### config.mk
export PLATFORM = sky130hd
export DESIGN_NAME = playbus_xfer_ctrl
export DESIGN_NICKNAME = d
export VERILOG_FILES = /design/src/rtl/playbus_pkg.sv /design/src/rtl/playbus_xfer_ctrl_timer.sv /design/src/rtl/playbus_xfer_ctrl.sv
export SDC_FILE = /design/constraint.sdc
export NUM_CORES = 1
export LEC_CHECK = 0
export BUFFER_PORTS_ARGS = -buffer_cell sky130_fd_sc_hd__buf_4
export CAP_MARGIN = 20
export CORE_ASPECT_RATIO = 1.5
export CORE_MARGIN = 2
export CORE_UTILIZATION = 48
export DETAILED_ROUTE_END_ITERATION = 12
export PLACE_DENSITY_LB_ADDON = 0.25
export SLEW_MARGIN = 25
export SYNTH_ARGS = -nofsm -noshare
export SYNTH_HDL_FRONTEND = slang
export SYNTH_SLANG_ARGS = --single-unit
export TNS_END_PERCENT = 30
### constraint.sdc
create_clock -name CK2HZ -period 2.1 [get_ports CK2HZ]
set_clock_uncertainty 0.1 [all_clocks]
set_input_delay 0.42 -clock CK2HZ [delete_from_list [all_inputs] [get_ports CK2HZ]]
set_output_delay 0.42 -clock CK2HZ [all_outputs]
set_load 0.05 [all_outputs]
### src/rtl/playbus_pkg.sv
// PlayBus transfer controller shared types.
// Holds the function/state encodings and the per-function source/sink decode table
// used by the controller and its sub-blocks.
package playbus_pkg;

    typedef enum logic [2:0] {
        FN_ROM     = 3'd0,  // ROM -> bus (static)
        FN_RAM     = 3'd1,  // RAM -> bus (static)
        FN_SW      = 3'd2,  // switches -> bus (static)
        FN_SW2RAM  = 3'd3,
        FN_ROM2RAM = 3'd4,
        FN_SW2LED  = 3'd5,
        FN_RAM2LED = 3'd6,
        FN_BLK     = 3'd7   // block ROM -> RAM, ADD .. top of memory
    } fn_e;

    // Codes are visible on St, so they are fixed explicitly.
    typedef enum logic [2:0] {
        ST_IDLE     = 3'd0,
        ST_SETUP    = 3'd1,
        ST_WRITE    = 3'd2,
        ST_HOLD     = 3'd3,
        ST_NEXT     = 3'd4,
        ST_WAIT_REL = 3'd5
    } state_e;

    typedef enum logic [1:0] {
        SRC_NONE = 2'd0,
        SRC_ROM  = 2'd1,
        SRC_RAM  = 2'd2,
        SRC_SW   = 2'd3
    } src_e;

    typedef enum logic [1:0] {
        SNK_NONE = 2'd0,
        SNK_RAM  = 2'd1,
        SNK_LED  = 2'd2
    } snk_e;

    // Dwell timer width; comfortably covers any practical *_CYC setting.
    localparam int TMR_W = 8;

    function automatic logic is_dynamic(input fn_e fn);
        return (fn >= FN_SW2RAM);
    endfunction

    // Bus source driven for a function (static functions included).
    function automatic src_e fn_src(input fn_e fn);
        src_e s;
        case (fn)
            FN_ROM, FN_ROM2RAM, FN_BLK: s = SRC_ROM;
            FN_RAM, FN_RAM2LED:         s = SRC_RAM;
            FN_SW, FN_SW2RAM, FN_SW2LED: s = SRC_SW;
            default:                    s = SRC_NONE;
        endcase
        return s;
    endfunction

    // Sink strobed for a dynamic function.
    function automatic snk_e fn_snk(input fn_e fn);
        snk_e k;
        case (fn)
            FN_SW2RAM, FN_ROM2RAM, FN_BLK: k = SNK_RAM;
            FN_SW2LED, FN_RAM2LED:         k = SNK_LED;
            default:                       k = SNK_NONE;
        endcase
        return k;
    endfunction

endpackage

### src/rtl/playbus_xfer_ctrl_timer.sv
// pb_dwell_timer: loadable down-counter timing how long the controller dwells in a state.
// Ports: i_clk/i_rst clock and async active-high reset; i_load/i_val reload the count;
// o_expired is high once the count has reached zero (immediately if loaded with zero).
module pb_dwell_timer
    import playbus_pkg::*;
(
    input  logic             i_clk,
    input  logic             i_rst,
    input  logic             i_load,
    input  logic [TMR_W-1:0] i_val,
    output logic             o_expired
);

    logic [TMR_W-1:0] r_cnt;

    always_ff @(posedge i_clk or posedge i_rst) begin
        if (i_rst) begin
            r_cnt <= '0;
        end else if (i_load) begin
            r_cnt <= i_val;
        end else if (r_cnt != '0) begin
            r_cnt <= r_cnt - 1'b1;
        end
    end

    assign o_expired = (r_cnt == '0);

endmodule

### src/rtl/playbus_xfer_ctrl.sv
// PlayBus transfer controller: decodes FUNC, drives the active-low bus source enables,
// generates registered sink strobes and sequences single-word and block transfers.
// Ports: CK2HZ/CLR clock and async reset; GO/FUNC/ADD front panel; ADDR_OUT address bus;
// n_ROMO/n_RAMO/n_SWBEN source enables; n_RAMW/LEDLTCH sink strobes; BUSY; St state code.
module playbus_xfer_ctrl
    import playbus_pkg::*;
#(
    parameter int AW        = 4,
    parameter int SETUP_CYC = 1,
    parameter int WR_CYC    = 1,
    parameter int HOLD_CYC  = 1
)(
    input  logic          CK2HZ,
    input  logic          CLR,
    input  logic          GO,
    input  logic [2:0]    FUNC,
    input  logic [AW-1:0] ADD,
    output logic [AW-1:0] ADDR_OUT,
    output logic          n_ROMO,
    output logic          n_RAMO,
    output logic          n_SWBEN,
    output logic          n_RAMW,
    output logic          LEDLTCH,
    output logic          BUSY,
    output logic [2:0]    St
);

    state_e           r_state;
    state_e           w_state_nxt;
    fn_e              r_fn;
    logic [AW-1:0]    r_addr;
    logic             r_ramw_n;
    logic             r_ledltch;

    logic             w_start;
    logic             w_addr_inc;
    logic             w_tmr_load;
    logic [TMR_W-1:0] w_tmr_val;
    logic             w_tmr_exp;
    fn_e              w_func;
    src_e             w_src;

    assign w_func = fn_e'(FUNC);

    pb_dwell_timer u_timer (
        .i_clk     (CK2HZ),
        .i_rst     (CLR),
        .i_load    (w_tmr_load),
        .i_val     (w_tmr_val),
        .o_expired (w_tmr_exp)
    );

    // State register.
    always_ff @(posedge CK2HZ or posedge CLR) begin
        if (CLR) begin
            r_state <= ST_IDLE;
        end else begin
            r_state <= w_state_nxt;
        end
    end

    // Next state, timer reload and bus source selection.
    always_comb begin
        w_state_nxt = r_state;
        w_start     = 1'b0;
        w_addr_inc  = 1'b0;
        w_src       = SRC_NONE;

        case (r_state)
            ST_IDLE: begin
                // Static functions drive the bus straight from the switches.
                if (!is_dynamic(w_func)) begin
                    w_src = fn_src(w_func);
                end else if (GO) begin
                    w_start     = 1'b1;
                    w_state_nxt = ST_SETUP;
                end
            end
            ST_SETUP: begin
                w_src = fn_src(r_fn);
                if (w_tmr_exp) w_state_nxt = ST_WRITE;
            end
            ST_WRITE: begin
                w_src = fn_src(r_fn);
                if (w_tmr_exp) w_state_nxt = ST_HOLD;
            end
            ST_HOLD: begin
                w_src = fn_src(r_fn);
                if (w_tmr_exp) begin
                    // The block counter stops at the top word instead of wrapping.
                    if (r_fn == FN_BLK && r_addr != {AW{1'b1}}) w_state_nxt = ST_NEXT;
                    else                                      w_state_nxt = ST_WAIT_REL;
                end
            end
            ST_NEXT: begin
                w_addr_inc  = 1'b1;
                w_state_nxt = ST_SETUP;
            end
            ST_WAIT_REL: begin
                if (!GO) w_state_nxt = ST_IDLE;
            end
            default: w_state_nxt = ST_IDLE;
        endcase

        // Every state entry restarts the dwell timer; a load of N gives N+1 cycles.
        w_tmr_load = (w_state_nxt != r_state);
        case (w_state_nxt)
            ST_SETUP: w_tmr_val = TMR_W'(SETUP_CYC - 1);
            ST_WRITE: w_tmr_val = TMR_W'(WR_CYC - 1);
            ST_HOLD:  w_tmr_val = TMR_W'(HOLD_CYC - 1);
            default:  w_tmr_val = '0;
        endcase
    end

    // Transfer context, frozen from start until the controller is idle again.
    always_ff @(posedge CK2HZ or posedge CLR) begin
        if (CLR) begin
            r_fn   <= FN_ROM;
            r_addr <= '0;
        end else if (w_start) begin
            r_fn   <= w_func;
            r_addr <= ADD;
        end else if (w_addr_inc) begin
            r_addr <= r_addr + 1'b1;
        end
    end

    // Strobes are decoded from the next state so the flop output is high exactly for
    // the WRITE cycles; only SETUP precedes WRITE, so r_fn is already valid here.
    always_ff @(posedge CK2HZ or posedge CLR) begin
        if (CLR) begin
            r_ramw_n  <= 1'b1;
            r_ledltch <= 1'b0;
        end else begin
            r_ramw_n  <= !(w_state_nxt == ST_WRITE && fn_snk(r_fn) == SNK_RAM);
            r_ledltch <=  (w_state_nxt == ST_WRITE && fn_snk(r_fn) == SNK_LED);
        end
    end

    assign n_ROMO   = (w_src != SRC_ROM);
    assign n_RAMO   = (w_src != SRC_RAM);
    assign n_SWBEN  = (w_src != SRC_SW);
    assign n_RAMW   = r_ramw_n;
    assign LEDLTCH  = r_ledltch;
    assign BUSY     = (r_state != ST_IDLE);
    assign St       = r_state;
    assign ADDR_OUT = BUSY ? r_addr : ADD;

endmodule

==> results.ini, run 1 <==
[global_routing]
grt_pass1_vias=1237
grt_pass1_wl_um=5330
grt.total_usage=0.218
grt_start_max_net_pins=21
antenna_found_initial=0
grt-ovfl-total=0

[power]
power_density_mw_per_mm2=1650
comb_power_share=0.715
p_leak_nw=0.878
internal_power_mw=1.53
fin_total_pwr_mw=3.03
p_sw_mw=1.50
peakVddDrop_uv=1190
p_seq_frac=0.199
power_frac_clock=0.086
switching_share=0.494

[clocking]
htreeDepth=1
clk-insertion-delay-late_ps=260
cts_tree=yes
cts_sinks=20
clk_pin_slew_ps=70
ctsHoldBuffers=0
cts_made_buffers=3
cts_root_buf=clkbuf_8
clock_path_buffers=2

[timing]
clock.fmax_mhz=436
min_period_ps=2290
finalSetupViolations=7
final.setup.worst_slack_ps=-194
rsz0062_at_grt=true
tightestPinTransition_ps=475
hold_viol_final=0
post-route-period-util=1.09
drv_slew=0
slew_headroom=0.675

[flow_run]
cap_violations=0

[min_path]
hold_class=in2async

[floorplanning]
row_count=23
start_util=0.508
ios=23
die-area_mm2=0.00328
core_area_mm2=0.00268
die_y_um=69.2
dieWidth_um=47.5

[drt]
wl_per_cell_um=13.8
initialDrtViolationCount=29
firstDrtPassIters=4
postRouteAntennaNets=0
num_vias=1201
routed_via_density=5.48
wl_um=3020
post-route-drc-count=0

[critical_path]
worstSetupStartpoint=St[1]
cp_max_fo=3
reg2reg_from=u_timer.r_cnt[0]
critical_path_class=reg2out
cp-start-kind=register
crit_path_end_kind=output port
cp_data_required_time_ps=1580
worstPathArrival_ps=1770

[synthesis]
synth_cell_types=45
synth.avg_cell_area_um2=9.58
netlist.area_leader.share=0.350
netlist_area_mm2=0.00136
ys_seq_area_frac=0.369
syn_inst=142
synth_fp_nets=164
synth_warnings=0
ys_seq_elements=20
synth-async-reset-ratio=1.00
synth_edf_count=0
synth.area.top_cells=dfrtp_1 (35%), ha_1 (11%), nand2_1 (3.9%)
synth_top_area_cell=dfrtp_1
synth.most_common_cell=dfrtp_1
synth_commonest_cells=dfrtp_1 (19), nand2_1 (14), ha_1 (12), nor2_1 (12), inv_1 (11)
yosys_most_used_dff=dfrtp_1

[cells_and_area]
syn_to_final_growth_pct=35.0
fin_nets=205
fin_util=0.686
nFillCells=220
drive_above_1_share=0.385
diodes=0

[placed_design]
gp_congestion=0.812
hpwlAfterDp_um=2360
io_buffers=22

[status]
status=finished with violations
violations=negative setup slack

stage by stage:
stage	setup slack, ps	std cells	hold slack (ps)	setup TNS, ps	cell area [um^2]
global route	-252	219	127	-1760	1840
CTS	-197	219	93.0	-1160	1810
floorplan	-107	142	283	-261	1400
finish	-194	219	86.4	-1050	1840
detailed placement	-341	214	377	-869	1710
global placement	-321	214	371	-800	1710
worst max-delay path, cell delays in order, from the launching register on:
cell	delay (ps)
dfrtp_2	410
or2_4	250
or3_4	400
a21oi_4	170
nand2b_4	150
buf_8	140
routing by layer:
metal / wire length, um / GRT usage / vias up
met1: 1210 / 0.250 / 585
met3: 78 / 0.0286 / 6
met5: 0 / 0 / -
met2: 1670 / 0.377 / 21
li1: - / - / 589
met4: 63 / 0.0926 / 0
final cells by class:
cell class                 count  area [um^2]  area share
multi-input combinational    107          861       0.469
sequential                    20          504       0.275
timing repair buffer          40          338       0.184
clock buffer                   4         45.0      0.0245
tap                           37         46.3      0.0252
inverter                      11         41.3      0.0225
cell usage in the layout, fill, tap and decap left out, types with 2 or more instances in the layout:
cell,n
nor2_1,11
and3_1,2
nor4_1,4
buf_6,8
mux2i_1,3
o21ai_2,3
dfrtp_1,17
dfrtp_2,2
nand2_1,13
a21o_1,2
o21ai_1,2
ha_1,12
or3_1,3
clkbuf_8,3
mux2_4,3
a221o_1,3
a21oi_1,4
nand3_1,2
inv_1,8
xnor2_1,4
and2_1,2
inv_2,3
buf_4,31
nor3_1,2
o21ai_0,3
final timing paths:
kind | depth (start not counted) | slack, ps | to
setup / recovery | 5 | -190 | n_ROMO
hold / removal | 3 | 90 | u_timer.r_cnt[6]
setup reg to reg | 6 | 10 | n_RAMW
hold reg to reg | 1 | 470 | r_addr[3]
max in group asynchronous | 3 | 1540 | n_RAMW
min in group CK2HZ | 2 | 300 | r_addr[3]
cell families (layout without fill, tap and decap cells):
group / Yosys count / after routing / share of synthesized area
muxes: 6 / 6 / 0.0469
and+or+nand+nor: 57 / 57 / 0.244
AOI/OAI and AO/OA: 27 / 27 / 0.149
adders and majority gates: 12 / 12 / 0.110
buffers and inverters: 15 / 55 / 0.0488
xor gates and xnor gates: 5 / 5 / 0.0322
DFF: 20 / 20 / 0.369
power groups by stage:
stage	sequential, mW	combinational [mW]	clock (mW)
finish	0.604	2.16	0.260
global route	0.622	2.31	0.288
CTS	0.599	2.11	0.270
detailed placement	0.607	1.92	0
global placement	0.597	1.88	0
floorplan	0.748	1.20	0
state kept, by name (all words and copies together), names as in the netlist:
name and flops:
n_RAMW 1, r_fn 3, St 3, r_addr 4, u_timer.r_cnt 8, LEDLTCH 1
repair_timing:
item / CTS / global route
resized for setup: 13 / 10
pin swaps: 5 / 2
setup endpoints to repair: 9 / 18
buffers inserted: 1 / 0
Power figures use the tool's default switching activity.
==> run 2, diff against run 1 <==
- RECOVER_POWER: default -> 25
==> results.ini, run 2 (synthesis gave the netlist of run 1 again) <==
[status]
status=finished with violations
violations=negative setup slack

[timing]
drv_slew=0
finalSetupViolations=7
final.setup.worst_slack_ps=-194
slew_headroom=0.252
min_period_ps=2290
clock.fmax_mhz=436
hold_viol_final=0
rsz0062_at_grt=true
setup_tns_ps=-1050
post-route-period-util=1.09
tightestPinTransition_ps=1120

[critical_path]
critical_path_class=reg2out
worstPathArrival_ps=1770
cp_max_fo=3
cp_data_required_time_ps=1580
cp-start-kind=register
crit_path_end_kind=output port

[cells_and_area]
layoutNonFillerInstCount=219
syn_to_final_growth_pct=34.7
fin_nets=205
fin_util=0.684
final_area_mm2=0.00183
top_regs=u_timer.r_cnt: 8 flops, r_addr: 4 flops
drive_above_1_share=0.379
diodes=0
largest_register_ffs=8
final_cell_mix=buf_4 (29), dfrtp_1 (17), nand2_1 (13), ha_1 (12), nor2_1 (11)
largest_register=u_timer.r_cnt
final_common_cell=buf_4

[global_routing]
antenna_found_initial=0
grt.total_usage=0.218
grt-ovfl-total=0
grt_pass1_vias=1237
grt_pass1_wl_um=5330
grt_start_max_net_pins=21

[clocking]
cts_sinks=20
clk_pin_slew_ps=70
htreeDepth=1
clk-insertion-delay-late_ps=260
clock_path_buffers=2
cts_root_buf=clkbuf_8
cts_made_buffers=3
cts_tree=yes
ctsHoldBuffers=0

[power]
power_density_mw_per_mm2=1650
p_leak_nw=0.874
peakVddDrop_uv=1190

[floorplanning]
dieWidth_um=47.5
core_area_mm2=0.00268
row_count=23
die_y_um=69.2
ios=23
start_util=0.508
die-area_mm2=0.00328

[drt]
wl_um=3020
postRouteAntennaNets=0
num_vias=1201
firstDrtPassIters=4
wl_per_cell_um=13.8
initialDrtViolationCount=29
routed_via_density=5.48
post-route-drc-count=0

[placed_design]
hpwlAfterDp_um=2360
dp_cells=214
gp_congestion=0.812
dp_slack_ps=-341
dpl_cell_area_mm2=0.00171
io_buffers=22

[min_path]
hold_class=in2reg

[flow_run]
cap_violations=0

## run 2: report_power, final
group	internal, mW	switching [mW]
clock network	0.135	0.125
registers	0.499	0.105
logic	0.897	1.27
## run 2: repair_timing
item	CTS	global route
pin swaps	5	2
gates resized for setup	13	10
buffers inserted	1	0
endpoints found under the setup margin	9	18
gates cloned	0	0
## run 2: critical path, cell delays in order (launching register included)
cell	delay, ps
dfrtp_2	410
or2_4	250
or3_4	400
a21oi_4	170
nand2b_4	150
buf_8	140
## run 2: final timing paths
kind | start | end | slack, ps | cells past startpoint
max | St[1] | n_ROMO | -190 | 5
min | ADD[3] | r_addr[3] | 300 | 2
max reg2reg | u_timer.r_cnt[0] | n_RAMW | 10 | 6
min reg2reg | r_addr[3] | r_addr[3] | 470 | 1
max in group asynchronous | CLR | St[1] | 740 | 3
min in group asynchronous | CLR | u_timer.r_cnt[6] | 410 | 3
## run 2: through the flow
step	total power, mW	hold WS, ps
after floorplan	1.95	283
after global placement	2.48	371
after detailed placement	2.53	377
after CTS	2.98	93.0
after global routing	3.22	309
final	3.03	299
## run 2: area by class of cell
class                           instances  area, um^2
Multi-Input combinational cell        107         861
Fill cell                             219         845
Sequential cell                        20         504
Timing Repair Buffer                   40         334
Tap cell                               37        46.3
Clock buffer                            4        45.0
Inverter                               11        41.3
## run 2: metal layers
metal | global-route usage | part of all wire | up-vias
met3 | 0.0286 | 0.026 | 6
met5 | 0 | 0 | -
met4 | 0.0926 | 0.021 | 0
li1 | - | - | 589
met1 | 0.250 | 0.40 | 585
met2 | 0.377 | 0.55 | 21
